[src/rtl/mult_ctrl.sv]
`default_nettype none
// ============================================================================
//  Module   : mult_ctrl
//  Purpose  : Sequencing controller between the execute stage and the
//             multserial serial multiplier. Accepts MULT/MULTU, latches the
//             operands, issues a one-cycle start, waits for the product and
//             commits it to the architectural HI/LO registers. Stalls any
//             HI/LO access or second multiply while a multiply is in flight,
//             handles MTHI/MTLO and aborts via a watchdog if no product
//             arrives in time.
//  Ports    : clk, rst (async, active-low)
//             ex_mult/ex_sgn/ex_a/ex_b       - multiply request from execute
//             ex_mfhi/ex_mflo/ex_mthi/ex_mtlo/ex_wd - HI/LO moves
//             stall (comb), hi, lo, busy, err - pipeline-facing outputs
//             m_st/m_sgn/m_a/m_b             - multserial launch interface
//             m_prod/m_prodv                 - multserial product return
//  Revision : 1.0 - initial release
// ============================================================================
module mult_ctrl #(
  parameter int TIMEOUT = 64
) (
  input  logic        clk,
  input  logic        rst,
  input  logic        ex_mult,
  input  logic        ex_sgn,
  input  logic [31:0] ex_a,
  input  logic [31:0] ex_b,
  input  logic        ex_mfhi,
  input  logic        ex_mflo,
  input  logic        ex_mthi,
  input  logic        ex_mtlo,
  input  logic [31:0] ex_wd,
  output logic        stall,
  output logic [31:0] hi,
  output logic [31:0] lo,
  output logic        busy,
  output logic        err,
  output logic        m_st,
  output logic        m_sgn,
  output logic [31:0] m_a,
  output logic [31:0] m_b,
  input  logic [63:0] m_prod,
  input  logic        m_prodv
);

  // Counter only has to reach TIMEOUT-1.
  localparam int CW = (TIMEOUT > 1) ? $clog2(TIMEOUT) : 1;
  localparam logic [CW-1:0] C_CNT_LAST = CW'(TIMEOUT - 1);

  localparam logic [1:0] S_IDLE   = 2'd0;
  localparam logic [1:0] S_LAUNCH = 2'd1;
  localparam logic [1:0] S_BUSY   = 2'd2;

  logic [1:0]    state_q, state_d;
  logic [CW-1:0] cnt_q,   cnt_d;
  logic [31:0]   hi_q,    hi_d;
  logic [31:0]   lo_q,    lo_d;
  logic [31:0]   m_a_q,   m_a_d;
  logic [31:0]   m_b_q,   m_b_d;
  logic          m_sgn_q, m_sgn_d;
  logic          err_q,   err_d;

  logic          w_cnt_last;
  logic          w_ex_any;

  assign w_cnt_last = (cnt_q == C_CNT_LAST);
  assign w_ex_any   = ex_mult | ex_mfhi | ex_mflo | ex_mthi | ex_mtlo;

  // --------------------------------------------------------------------------
  // State register and datapath registers
  // --------------------------------------------------------------------------
  always_ff @(posedge clk or negedge rst) begin
    if (!rst) begin
      state_q <= S_IDLE;
      cnt_q   <= '0;
      hi_q    <= '0;
      lo_q    <= '0;
      m_a_q   <= '0;
      m_b_q   <= '0;
      m_sgn_q <= 1'b0;
      err_q   <= 1'b0;
    end else begin
      state_q <= state_d;
      cnt_q   <= cnt_d;
      hi_q    <= hi_d;
      lo_q    <= lo_d;
      m_a_q   <= m_a_d;
      m_b_q   <= m_b_d;
      m_sgn_q <= m_sgn_d;
      err_q   <= err_d;
    end
  end

  // --------------------------------------------------------------------------
  // Next-state logic
  // --------------------------------------------------------------------------
  always_comb begin
    state_d = state_q;
    case (state_q)
      S_IDLE:   if (ex_mult) state_d = S_LAUNCH;
      S_LAUNCH: state_d = S_BUSY;
      // A product and a watchdog expiry in the same cycle: the product wins
      // and both paths lead back to IDLE anyway.
      S_BUSY:   if (m_prodv || w_cnt_last) state_d = S_IDLE;
      default:  state_d = S_IDLE;
    endcase
  end

  // --------------------------------------------------------------------------
  // Datapath next-value logic
  // --------------------------------------------------------------------------
  always_comb begin
    cnt_d   = cnt_q;
    hi_d    = hi_q;
    lo_d    = lo_q;
    m_a_d   = m_a_q;
    m_b_d   = m_b_q;
    m_sgn_d = m_sgn_q;
    err_d   = err_q;
    case (state_q)
      S_IDLE: begin
        if (ex_mult) begin
          // Operands stay frozen from here until the next accepted MULT.
          m_a_d   = ex_a;
          m_b_d   = ex_b;
          m_sgn_d = ex_sgn;
        end else begin
          // A move decoded together with a MULT is dropped.
          if (ex_mthi) hi_d = ex_wd;
          if (ex_mtlo) lo_d = ex_wd;
        end
      end
      S_LAUNCH: begin
        // m_prodv is deliberately ignored here: it may still be asserted
        // for the previous product.
        cnt_d = '0;
      end
      S_BUSY: begin
        cnt_d = cnt_q + CW'(1);
        if (m_prodv) begin
          hi_d = m_prod[63:32];
          lo_d = m_prod[31:0];
        end else if (w_cnt_last) begin
          err_d = 1'b1;
        end
      end
      default: ;
    endcase
  end

  // --------------------------------------------------------------------------
  // Output logic
  // --------------------------------------------------------------------------
  always_comb begin
    m_st  = (state_q == S_LAUNCH);
    busy  = (state_q != S_IDLE);
    stall = (state_q != S_IDLE) & w_ex_any;
  end

  assign hi    = hi_q;
  assign lo    = lo_q;
  assign err   = err_q;
  assign m_a   = m_a_q;
  assign m_b   = m_b_q;
  assign m_sgn = m_sgn_q;

endmodule
`default_nettype wire

[config.mk]
export PLATFORM = sky130hd
export DESIGN_NAME = mult_ctrl
export DESIGN_NICKNAME = d
export VERILOG_FILES = /design/src/rtl/mult_ctrl.sv
export SDC_FILE = /design/constraint.sdc
export NUM_CORES = 1
export LEC_CHECK = 0
export CAP_MARGIN = 15
export CORE_ASPECT_RATIO = 1.75
export CORE_MARGIN = 2
export CORE_UTILIZATION = 41
export CTS_CLUSTER_SIZE = 28
export DETAILED_ROUTE_END_ITERATION = 8
export GPL_ROUTABILITY_DRIVEN = 0
export PLACE_DENSITY = 0.85
export SLEW_MARGIN = 15
export SYNTH_ARGS = -nofsm -noshare
export SYNTH_HDL_FRONTEND = slang
export SYNTH_SLANG_ARGS = --single-unit
export TNS_END_PERCENT = 50
[constraint.sdc]
create_clock -name clk -period 2.2 [get_ports clk]
set_input_delay 0.44 -clock clk [delete_from_list [all_inputs] [get_ports clk]]
set_output_delay 0.44 -clock clk [all_outputs]
set_load 0.005 [all_outputs]
Word level (Yosys, flattened, before mapping)
Index checks and enable logic that the tools add are counted.
{"block": "totals", "regBits": 138, "input_bits": 169, "output_inout_bits": 133}
{"block": "op_classes", "addsub": 1, "n_eq_ne": 9, "n_mux": 12, "bitwise_logic": 6, "n_reduce_logical": 10}
{"operator": "2-to-1 mux 32 bit", "count": 6}
{"operator": "case mux 32 bit (2 select lines)", "count": 2}
{"operator": "!= test 2 bit (second input constant)", "count": 6}
{"operator": "case mux 6 bit (2 select lines)", "count": 1}
{"operator": "AND reduction 4 bit", "count": 2}
{"operator": "adder 6 x 1 -> 6 bit (second input constant)", "count": 1}
{"operator": "equality test 6 bit (second input constant)", "count": 1}
{"operator": "case mux 2 bit (3 select lines)", "count": 1}
{"operator": "nonzero test 2 bit", "count": 3}
{"operator": "2-to-1 mux 2 bit", "count": 2}
{"operator": "bitwise OR 1 bit", "count": 4}
{"operator": "AND reduction 2 bit", "count": 2}
{"operator": "AND reduction 3 bit", "count": 1}
{"operator": "equality test 2 x 1 -> 1 bit (second input constant)", "count": 1}
{"operator": "equality test 2 bit (second input constant)", "count": 1}
{"operator": "logical NOT 2 bit", "count": 1}
{"operator": "AND 1 bit", "count": 1}
{"operator": "logical OR 1 bit", "count": 1}
{"operator": "inverter 1 bit", "count": 1}

Longest topological paths before layout
Gate-level depths: netlist of the first run.
{"block": "logic_depth", "word_depth": 5, "mapped_depth": 7, "ltp_nobuf": 5}

Worst setup path after synthesis of the first run
OpenSTA, ideal clock, no wires.
{"block": "synth_path", "path_kind": "register -> register", "start": "register state_q[0]", "end": "register m_a_q[0], in the netlist m_a[0]", "setup_ps": 125, "t_arrival_ps": 1560, "required_time_ps": 2075, "path_slack_ps": 515, "stages_incl_launch_ff": 8, "path_buffers": 3, "cell_sequence": "dfrtp_1 inv_1 ha_1 buf_4 nand2_1 buf_2 buf_6 mux2_2"}
{"block": "synth_via", "elab_chain_cells": 2}
{"item": "start: declaration", "line_no": "54", "source": "logic [1:0] state_q, state_d;"}
{"item": "start signal: assignment", "line_no": "83", "source": "state_q <= state_d;"}
{"item": "logical NOT 2 bit", "line_no": "120", "source": "case (state_q)"}
{"item": "AND reduction 2 bit (no line)"}
{"item": "end signal: assignment", "line_no": "87", "source": "m_a_q <= m_a_d;"}
{"item": "end: declaration", "line_no": "58", "source": "logic [31:0] m_a_q, m_a_d;"}
Every way passes these cells.
A chain may end at the register's enable or synchronous reset.

Worst setup path after layout of the first run
{"block": "layout_path", "start": "register state_q[0]", "end": "output port busy"}
{"block": "layout_via", "elab_chain_cells": 1}
{"item": "nonzero test 2 bit", "line_no": "156", "source": "busy = (state_q != S_IDLE);"}
{"item": "end: declaration", "line_no": "36", "source": "output logic busy,"}
Every way passes these cells.

==> flow_metrics.env, run 1 <==
export IMPL_wire_per_inst_um=17.3
export IMPL_crit_path_end_kind="output pin"
export IMPL_power_leakage_nw=4.38
export IMPL_ys_types=33
export IMPL_die_width_um=97.1
export IMPL_cts_root_buf="clkbuf_16"
export IMPL_p_total_mw=13.8
export IMPL_htreeDepth=4
export IMPL_globalRoute_totalOverflow=0
export IMPL_powerDensity_nw_per_um2=1380
export IMPL_rows=59
export IMPL_syn_area_um2=6210
export IMPL_crit_path_max_incr_delay_ns=0.53
export IMPL_synth_seq_cells=138
export IMPL_clk_insertion_delay_late_ns=0.41
export IMPL_core_um2=14800
export IMPL_final_util=0.674
export IMPL_io_buffers=301
export IMPL_seq_area_frac_synth=0.556
export IMPL_avgSynthCellArea_um2=12.2
export IMPL_area_delta_synth_final_pct=60.9
export IMPL_fmax_mhz=470
export IMPL_dieArea_um2=16200
export IMPL_finalSetupViolCount=0
export IMPL_clock_skew_ns=0.0103
export IMPL_tns_ns=0
export IMPL_place_hpwl_um=13300
export IMPL_synth_net_count=682
export IMPL_numCtsBuffers=17
export IMPL_crit_type="register to output pin"
export IMPL_ys_warnings_count=0
export IMPL_grt_max_degree=66
export IMPL_diodes=0
export IMPL_tightest_slew_ns=0.416
export IMPL_worstPathArrival_ns=1.69
export IMPL_period_needed_ns=2.13
export IMPL_vias=4862
export IMPL_rsz0062_at_grt="no"
export IMPL_outcome="finished clean"
export IMPL_clockBufferDepth=2
export IMPL_nets=990
export IMPL_hold_class="register to register"
export IMPL_slowest_stage="clkdlybuf4s50_1"
export IMPL_firstDrtPassIters=4
export IMPL_cp_required_ns=1.76
export IMPL_drc=0
export IMPL_final_layout_size_suffix_gt1_frac=0.129
export IMPL_ant_nets=0
export IMPL_dpl_cell_count=978
export IMPL_antenna_found_initial=0
export IMPL_finalHoldViolCount=0
export IMPL_drt_initial_drc_count=90
export IMPL_grt_pass1_vias=5051
export IMPL_min_period_over_period=0.968
export IMPL_grt_usage=0.217
export IMPL_slew_headroom=0.722
export IMPL_path_max_fanout=3
export IMPL_clk_pin_slew_worst_paths_ns=0.06
export IMPL_instances_no_fill=1013
export IMPL_nFillCells=1104
export IMPL_finalMaxSlewViolations=0
export IMPL_cap_violations=0
export IMPL_clock_sinks=138
export IMPL_peakVddDrop_mv=0.823
export IMPL_die_y_um=167
export IMPL_drt_wl_total_um=17500
export IMPL_synthCells=509
export IMPL_cp_start_kind="register"
export IMPL_num_io_pins=302
export IMPL_start_util=0.419
export IMPL_cts_tree="yes"
export IMPL_drt_vias_per_instance=4.80
export IMPL_grt_pass1_wl_um=27500
export IMPL_path_cells="inv_2, ha_2, inv_1, clkdlybuf4s50_1"
[path summary, 6_finish.rpt]
path	depth (start not counted)	end	startpoint	slack, ns
worst max-delay path	4	busy	state_q[0]	0.07
worst min-delay path	1	m_b[20]	m_b[20]	0.49
worst max register to register	6	m_b[28]	state_q[0]	0.41
worst min register to register	1	m_b[20]	m_b[20]	0.49
max in group asynchronous	3	m_b[0]	rst	1.00
min in group asynchronous	2	m_b[12]	rst	0.54
[worst max-delay path: cells and delay by family, from the launching register on]
family / cells / cell delay, ns
adder cells (fa/ha/maj): 1 / 0.22
buffers and inverters: 3 / 0.69
flip-flops: 1 / 0.37
[synthesized netlist by cell type (all sizes together)]
master,n,area share
a21oi,68,0.058
a221oi,1,0.0014
a22o,1,0.0014
a31oi,1,0.0010
a41o,1,0.0016
and3,1,0.0010
buf,19,0.036
clkbuf,8,0.0048
dfrtp,138,0.56
ha,4,0.0081
inv,72,0.043
mux2,65,0.12
mux2i,66,0.11
nand2,4,0.0024
nand2b,3,0.0030
nand3,6,0.0048
nand4,1,0.0010
nor2,4,0.0024
nor2b,34,0.034
nor3,2,0.0016
nor3b,1,0.0012
o21ai,4,0.0032
o221ai,1,0.0014
o311a,1,0.0016
o32ai,1,0.0014
or3,1,0.0010
xor2,1,0.0014
[through the flow]
step | instance area, um^2 | hold WS, ns | worst slack, ns
6_report | 10000 | 0.490 | 0.0704
5_1_grt | 10000 | 0.511 | 0.0205
4_1_cts | 10000 | 0.497 | 0.00147
3_5_place_dp | 9420 | 0.394 | 0.106
3_3_place_gp | 9420 | 0.392 | 0.0972
2_1_floorplan | 6210 | 0.144 | 0.515
[power breakdown]
group	internal [mW]	total [mW]	switching, mW	leakage (nW)
clock network	1.48	2.68	1.20	0.262
registers	3.82	4.47	0.652	1.64
logic	4.08	6.69	2.61	2.48
total	9.38	13.8	4.47	4.38
[sequential cells by signal, indices dropped and copies added, names as in the netlist]
signal and flops:
m_a 32, cnt_q 6, state_q 2, m_sgn 1, hi 32, m_b 32
lo 32, err 1
[per-layer routing]
metal  wire length [um]  global-route usage
met1               6410               0.237
met2               9830               0.407
met3                875              0.0491
met4                425              0.0747
met5                  0                   0
[final cells by class]
class	count	area, um^2	area share
sequential	138	3450	0.345
timing repair buffer	316	3240	0.324
multi-input combinational	272	2250	0.225
clock buffer	17	425	0.0425
inverter	72	270	0.0270
tap	183	229	0.0229
clock inverter	15	128	0.0128
[cell families (layout without fill, tap and decap cells)]
family | Yosys count | in the layout | share of synthesized area
flops | 138 | 138 | 0.556
compound gates | 79 | 79 | 0.0715
xor+xnor | 1 | 1 | 0.00141
simple gates | 57 | 57 | 0.0527
buf+inv | 99 | 420 | 0.0846
fa+ha+maj | 4 | 4 | 0.00805
mux | 131 | 131 | 0.226
[layout by cell type (no fill, tap or decap), drive strengths merged, types with 2 or more instances in the layout]
cell           Yosys  final
a21oi             68     68
buf               19     15
clkbuf             8     17
clkdlybuf4s50      0    299
clkinv             0      3
clkinvlp           0      4
dfrtp            138    138
ha                 4      4
inv               72     80
mux2              65     65
mux2i             66     66
nand2              4      4
nand2b             3      3
nand3              6      6
nor2               4      4
nor2b             34     34
nor3               2      2
o21ai              4      4
[what timing repair did]
item                                    in CTS  in global routing
endpoints found under the setup margin       2                  1
hold buffers                                 1                  0
hold endpoints to repair                    39                  0
setup buffers                                2                  0
resized for setup                            2                  1
(Power assumes the default switching activity.)
==> run 2: changes to the inputs <==
--- a/config.mk
+++ b/config.mk
@@ -9,10 +9,13 @@
 export CORE_ASPECT_RATIO = 1.75
 export CORE_MARGIN = 2
 export CORE_UTILIZATION = 41
+export CTS_CLUSTER_DIAMETER = 30
 export CTS_CLUSTER_SIZE = 28
 export DETAILED_ROUTE_END_ITERATION = 8
 export GPL_ROUTABILITY_DRIVEN = 0
+export GPL_TIMING_DRIVEN = 0
 export PLACE_DENSITY = 0.85
+export RECOVER_POWER = 25
 export SLEW_MARGIN = 15
 export SYNTH_ARGS = -nofsm -noshare
 export SYNTH_HDL_FRONTEND = slang
==> run 2 against run 1 <==
- sequential share of layout area is 0.41 points lower
- clock skew is 0.0026 ns lower
- total power grew 4.2%
- worst setup slack better by 0.037 ns
- critical path type is now input pin to output pin
- register-to-register slack lost 0.26 ns
==> flow_metrics.env, run 2 (synthesis results as in run 1) <==
export IMPL_outcome="finished clean"
export IMPL_power_frac_comb=0.475
export IMPL_die_y_um=167
export IMPL_core_um2=14800
export IMPL_dieArea_um2=16200
export IMPL_slew_headroom=0.375
export IMPL_crit_family="buffers and inverters"
export IMPL_min_period_over_period=0.951
export IMPL_worstRegToRegCells=7
export IMPL_finalSetupViolCount=0
export IMPL_htreeDepth=4
export IMPL_path_depth=4
export IMPL_start_util=0.419
export IMPL_p_int_mw=9.90
export IMPL_pwr_share_clk=0.214
export IMPL_powerDensity_nw_per_um2=1430
export IMPL_crit_type="input pin to output pin"
export IMPL_rows=59
export IMPL_globalRoute_totalOverflow=0
export IMPL_worstPathArrival_ns=1.65
export IMPL_pwr_share_seq=0.311
export IMPL_cap_violations=0
export IMPL_tightest_slew_ns=0.937
export IMPL_clk_pin_slew_worst_paths_ns=0.06
export IMPL_placed_area_um2=9490
export IMPL_grt_pass1_wl_um=28700
export IMPL_power_leakage_nw=4.46
export IMPL_slowest_stage="clkdlybuf4s50_1"
export IMPL_finalHoldViolCount=0
export IMPL_rsz0062_at_grt="yes"
export IMPL_drt_vias_per_instance=4.86
export IMPL_place_hpwl_um=14200
export IMPL_drt_initial_drc_count=121
export IMPL_diodes=0
export IMPL_die_width_um=97.1
export IMPL_hold_class="register to register"
export IMPL_holdPathStages=1
export IMPL_clk_insertion_delay_late_ns=0.41
export IMPL_cts_tree="yes"
export IMPL_area_delta_synth_final_pct=62.9
export IMPL_firstDrtPassIters=4
export IMPL_cp_required_ns=1.76
export IMPL_p_sw_mw=4.52
export IMPL_path_cells="clkdlybuf4s50_1, nor3_1, a21oi_2, dlygate4sd2_1"
export IMPL_final_layout_size_suffix_gt1_frac=0.130
export IMPL_tns_ns=0
export IMPL_drc=0
export IMPL_clock_skew_ns=0.00773
export IMPL_crit_path_end_kind="output pin"
export IMPL_peakVddDrop_mv=0.808
export IMPL_numCtsBuffers=17
export IMPL_io_buffers=301
export IMPL_instances_no_fill=1028
export IMPL_cp_start_kind="input pin"
export IMPL_cts_root_buf="clkbuf_16"
export IMPL_fmax_mhz=478
export IMPL_nets=1005
export IMPL_final_area_um2=10100
export IMPL_finalMaxSlewViolations=0
export IMPL_wire_per_inst_um=17.9
export IMPL_grt_pass1_vias=5283
export IMPL_clockBufferDepth=2
export IMPL_clock_sinks=138
export IMPL_grt_usage=0.228
export IMPL_num_io_pins=302
export IMPL_ant_nets=0
export IMPL_period_needed_ns=2.09
export IMPL_drt_wl_total_um=18400
export IMPL_final_common_cell="clkdlybuf4s50_1"
export IMPL_final_cell_mix="298 x clkdlybuf4s50_1, 138 x dfrtp_1, 72 x inv_1"
export IMPL_crit_buf_inv=2
export IMPL_dpl_cell_count=994
export IMPL_antenna_found_initial=0
export IMPL_path_max_fanout=6
export IMPL_vias=5001
export IMPL_netSwitchingFraction=0.313
export IMPL_hold_slack_ns=0.468
export IMPL_grt_max_degree=72
export IMPL_crit_path_max_incr_delay_ns=0.52
run 2: worst paths after layout:
path / start / endpoint / slack, ns
max: ex_mult / stall / 0.11
min: err / err / 0.47
max reg2reg: state_q[0] / hi[13] / 0.15
min reg2reg: err / err / 0.47
max in group asynchronous: rst / m_b[10] / 0.29
min in group asynchronous: rst / m_b[18] / 0.74
run 2: layout make-up:
type | instances | area, um^2
Buffer | 27 | 255
Clock buffer | 18 | 429
Clock inverter | 14 | 208
Fill cell | 1064 | 4720
Inverter | 72 | 270
Multi-Input combinational cell | 272 | 2240
Sequential cell | 138 | 3450
Tap cell | 183 | 229
Timing Repair Buffer | 304 | 3040
run 2: power by group through the flow:
stage	clock [mW]	sequential [mW]	combinational [mW]
final	3.08	4.49	6.85
after CTS	3.15	4.48	6.96
after global routing	3.26	4.64	7.35
after global placement	0	4.44	6.80
after floorplan	0	4.56	3.09
after detailed placement	0	4.50	6.94
run 2: stage by stage:
| step | setup WS, ns | total power [mW] | utilization |
|---|---|---|---|
| detailed placement | -0.0357 | 11.4 | 0.640 |
| global placement | -4.88 | 11.2 | 0.637 |
| CTS | 0.0571 | 14.6 | 0.683 |
| global route | -0.00175 | 15.3 | 0.682 |
| finish | 0.107 | 14.4 | 0.682 |
| floorplan | 0.515 | 7.65 | - |
run 2: metal layers:
layer	GRT usage	wire length (um)	vias up
li1	-	-	2351
met3	0.0512	1060	44
met4	0.114	747	0
met5	0	0	-
met1	0.245	6610	2376
met2	0.415	9960	230
run 2: repair_timing:
item	CTS	global route
cloned	0	0
hold endpoints to repair	16	0
pin swaps	0	0
gates resized for setup	2	1
setup buffers	0	1
setup endpoints to repair	2	2
hold buffers	1	0
==> run 3: changes to the inputs <==
--- a/config.mk
+++ b/config.mk
@@ -8,13 +8,13 @@
 export CAP_MARGIN = 15
 export CORE_ASPECT_RATIO = 1.75
 export CORE_MARGIN = 2
-export CORE_UTILIZATION = 41
+export CORE_UTILIZATION = 24
 export CTS_CLUSTER_DIAMETER = 30
 export CTS_CLUSTER_SIZE = 28
 export DETAILED_ROUTE_END_ITERATION = 8
 export GPL_ROUTABILITY_DRIVEN = 0
 export GPL_TIMING_DRIVEN = 0
-export PLACE_DENSITY = 0.85
+export PLACE_DENSITY = 0.56
 export RECOVER_POWER = 25
 export SLEW_MARGIN = 15
 export SYNTH_ARGS = -nofsm -noshare
==> run 3 against run 2 <==
- maximum frequency fell by 2.1%
- non-clock buffer count fell by 1
- critical path depth fell by 1
==> flow_metrics.env, run 3 (synthesis results as in run 1) <==
export IMPL_globalRoute_totalOverflow=0
export IMPL_area_delta_synth_final_pct=65.8
export IMPL_crit_type="register to output pin"
export IMPL_min_period_over_period=0.971
export IMPL_clockBufferDepth=2
export IMPL_die_y_um=217
export IMPL_cts_root_buf="clkbuf_16"
export IMPL_power_leakage_nw=4.48
export IMPL_wire_per_inst_um=17.9
export IMPL_grt_pass1_wl_um=31900
export IMPL_cp_required_ns=1.76
export IMPL_numCtsBuffers=17
export IMPL_powerDensity_nw_per_um2=1420
export IMPL_cp_start_kind="register"
export IMPL_nFillCells=2505
export IMPL_start_util=0.245
export IMPL_crit_path_end_kind="output pin"
export IMPL_drc=0
export IMPL_slowest_stage="clkdlybuf4s50_1"
export IMPL_fmax_mhz=468
export IMPL_grt_max_degree=75
export IMPL_drt_wl_total_um=20800
export IMPL_instances_no_fill=1160
export IMPL_outcome="finished clean"
export IMPL_nets=1004
export IMPL_worstPathArrival_ns=1.70
export IMPL_final_common_cell="clkdlybuf4s50_1"
export IMPL_dieArea_um2=27200
export IMPL_final_util=0.407
export IMPL_drt_initial_drc_count=145
export IMPL_path_cells="inv_1, ha_1, clkdlybuf4s50_1"
export IMPL_io_buffers=301
export IMPL_tightest_slew_ns=0.970
export IMPL_p_total_mw=14.6
export IMPL_core_um2=25300
export IMPL_post_cts_buffers=0
export IMPL_finalSetupViolCount=0
export IMPL_clock_sinks=138
export IMPL_cts_tree="yes"
export IMPL_final_cell_mix="298 x clkdlybuf4s50_1, 138 x dfrtp_1, 72 x inv_1"
export IMPL_rows=77
export IMPL_cap_violations=0
export IMPL_dpl_cell_count=1127
export IMPL_die_width_um=126
export IMPL_finalHoldViolCount=0
export IMPL_slew_headroom=0.354
export IMPL_period_needed_ns=2.14
export IMPL_num_io_pins=302
export IMPL_hold_class="register to register"
export IMPL_drt_vias_per_instance=4.21
export IMPL_clock_skew_ns=0.00576
export IMPL_firstDrtPassIters=4
export IMPL_ant_nets=0
export IMPL_htreeDepth=4
export IMPL_rsz0062_at_grt="no"
export IMPL_clk_pin_slew_worst_paths_ns=0.06
export IMPL_vias=4888
export IMPL_path_max_fanout=3
export IMPL_peakVddDrop_mv=0.522
export IMPL_final_layout_size_suffix_gt1_frac=0.128
export IMPL_place_hpwl_um=16100
export IMPL_antenna_found_initial=1
export IMPL_tns_ns=0
export IMPL_grt_pass1_vias=5324
export IMPL_clk_insertion_delay_late_ns=0.43
export IMPL_finalMaxSlewViolations=0
export IMPL_grt_usage=0.157
export IMPL_crit_path_max_incr_delay_ns=0.57
## run 3: cell count changes in the layout (fill, tap and decap cells not counted), moves of 2 or more
cell,previous run,this run
clkbuf_8,0,3
inv_6,5,0
clkbuf_2,0,3
clkinvlp_4,2,0
dlygate4sd2_1,2,0
clkinv_4,2,0
clkinv_2,0,3
## run 3: path summary, 6_finish.rpt
kind                            start  endpoint  slack [ns]  depth (start not counted)
max                        state_q[1]      m_st        0.06                          3
min                               err       err        0.48                          1
max reg2reg                state_q[0]     hi[6]        0.23                          7
min reg2reg                       err       err        0.48                          1
max in group asynchronous         rst    m_b[5]        0.57                          3
min in group asynchronous         rst     lo[8]        0.71                          2
## run 3: critical path: cells and delay by family, from the launching register on
kind,cells,cell delay (ns)
fa+ha+maj,1,0.20
buf+inv,2,0.66
flops,1,0.41
## run 3: area by class of cell
class	count	area [um^2]	area share
buffer	27	258	0.0250
inverter	72	270	0.0262
multi-input combinational	272	2240	0.217
timing repair buffer	303	3040	0.295
clock inverter	8	165	0.0160
tap	316	395	0.0384
antenna	1	2.50	0.000243
clock buffer	23	478	0.0464
sequential	138	3450	0.335
## run 3: per-layer routing
metal  up-vias  wire length [um]  global-route usage
met5         -                 0                   0
met4         0               750              0.0719
met3        34               969              0.0452
met2       166             11500               0.287
met1      2343              7580               0.166
li1       2345                 -                   -
## run 3: per-stage QoR
step | setup slack (ns) | instance area [um^2] | hold WS (ns)
6_report | 0.0630 | 10300 | 0.483
2_1_floorplan | 0.515 | 6210 | 0.144
3_5_place_dp | -0.0494 | 9660 | 0.429
4_1_cts | 0.0228 | 10300 | 0.492
5_1_grt | 0.00275 | 10300 | 0.509
3_3_place_gp | -5.38 | 9620 | 0.474
## run 3: what timing repair did
action | 4_1_cts | 5_1_grt
endpoints found under the setup margin | 2 | 18
resized for setup | 2 | 7
hold buffers | 1 | 0
pin swaps | 0 | 0
hold endpoints to repair | 64 | 0
## run 3: where the power goes
group | leakage [nW] | switching, mW | internal, mW
registers | 1.64 | 0.619 | 3.82
clock network | 0.317 | 1.10 | 2.09
logic | 2.52 | 2.83 | 4.16
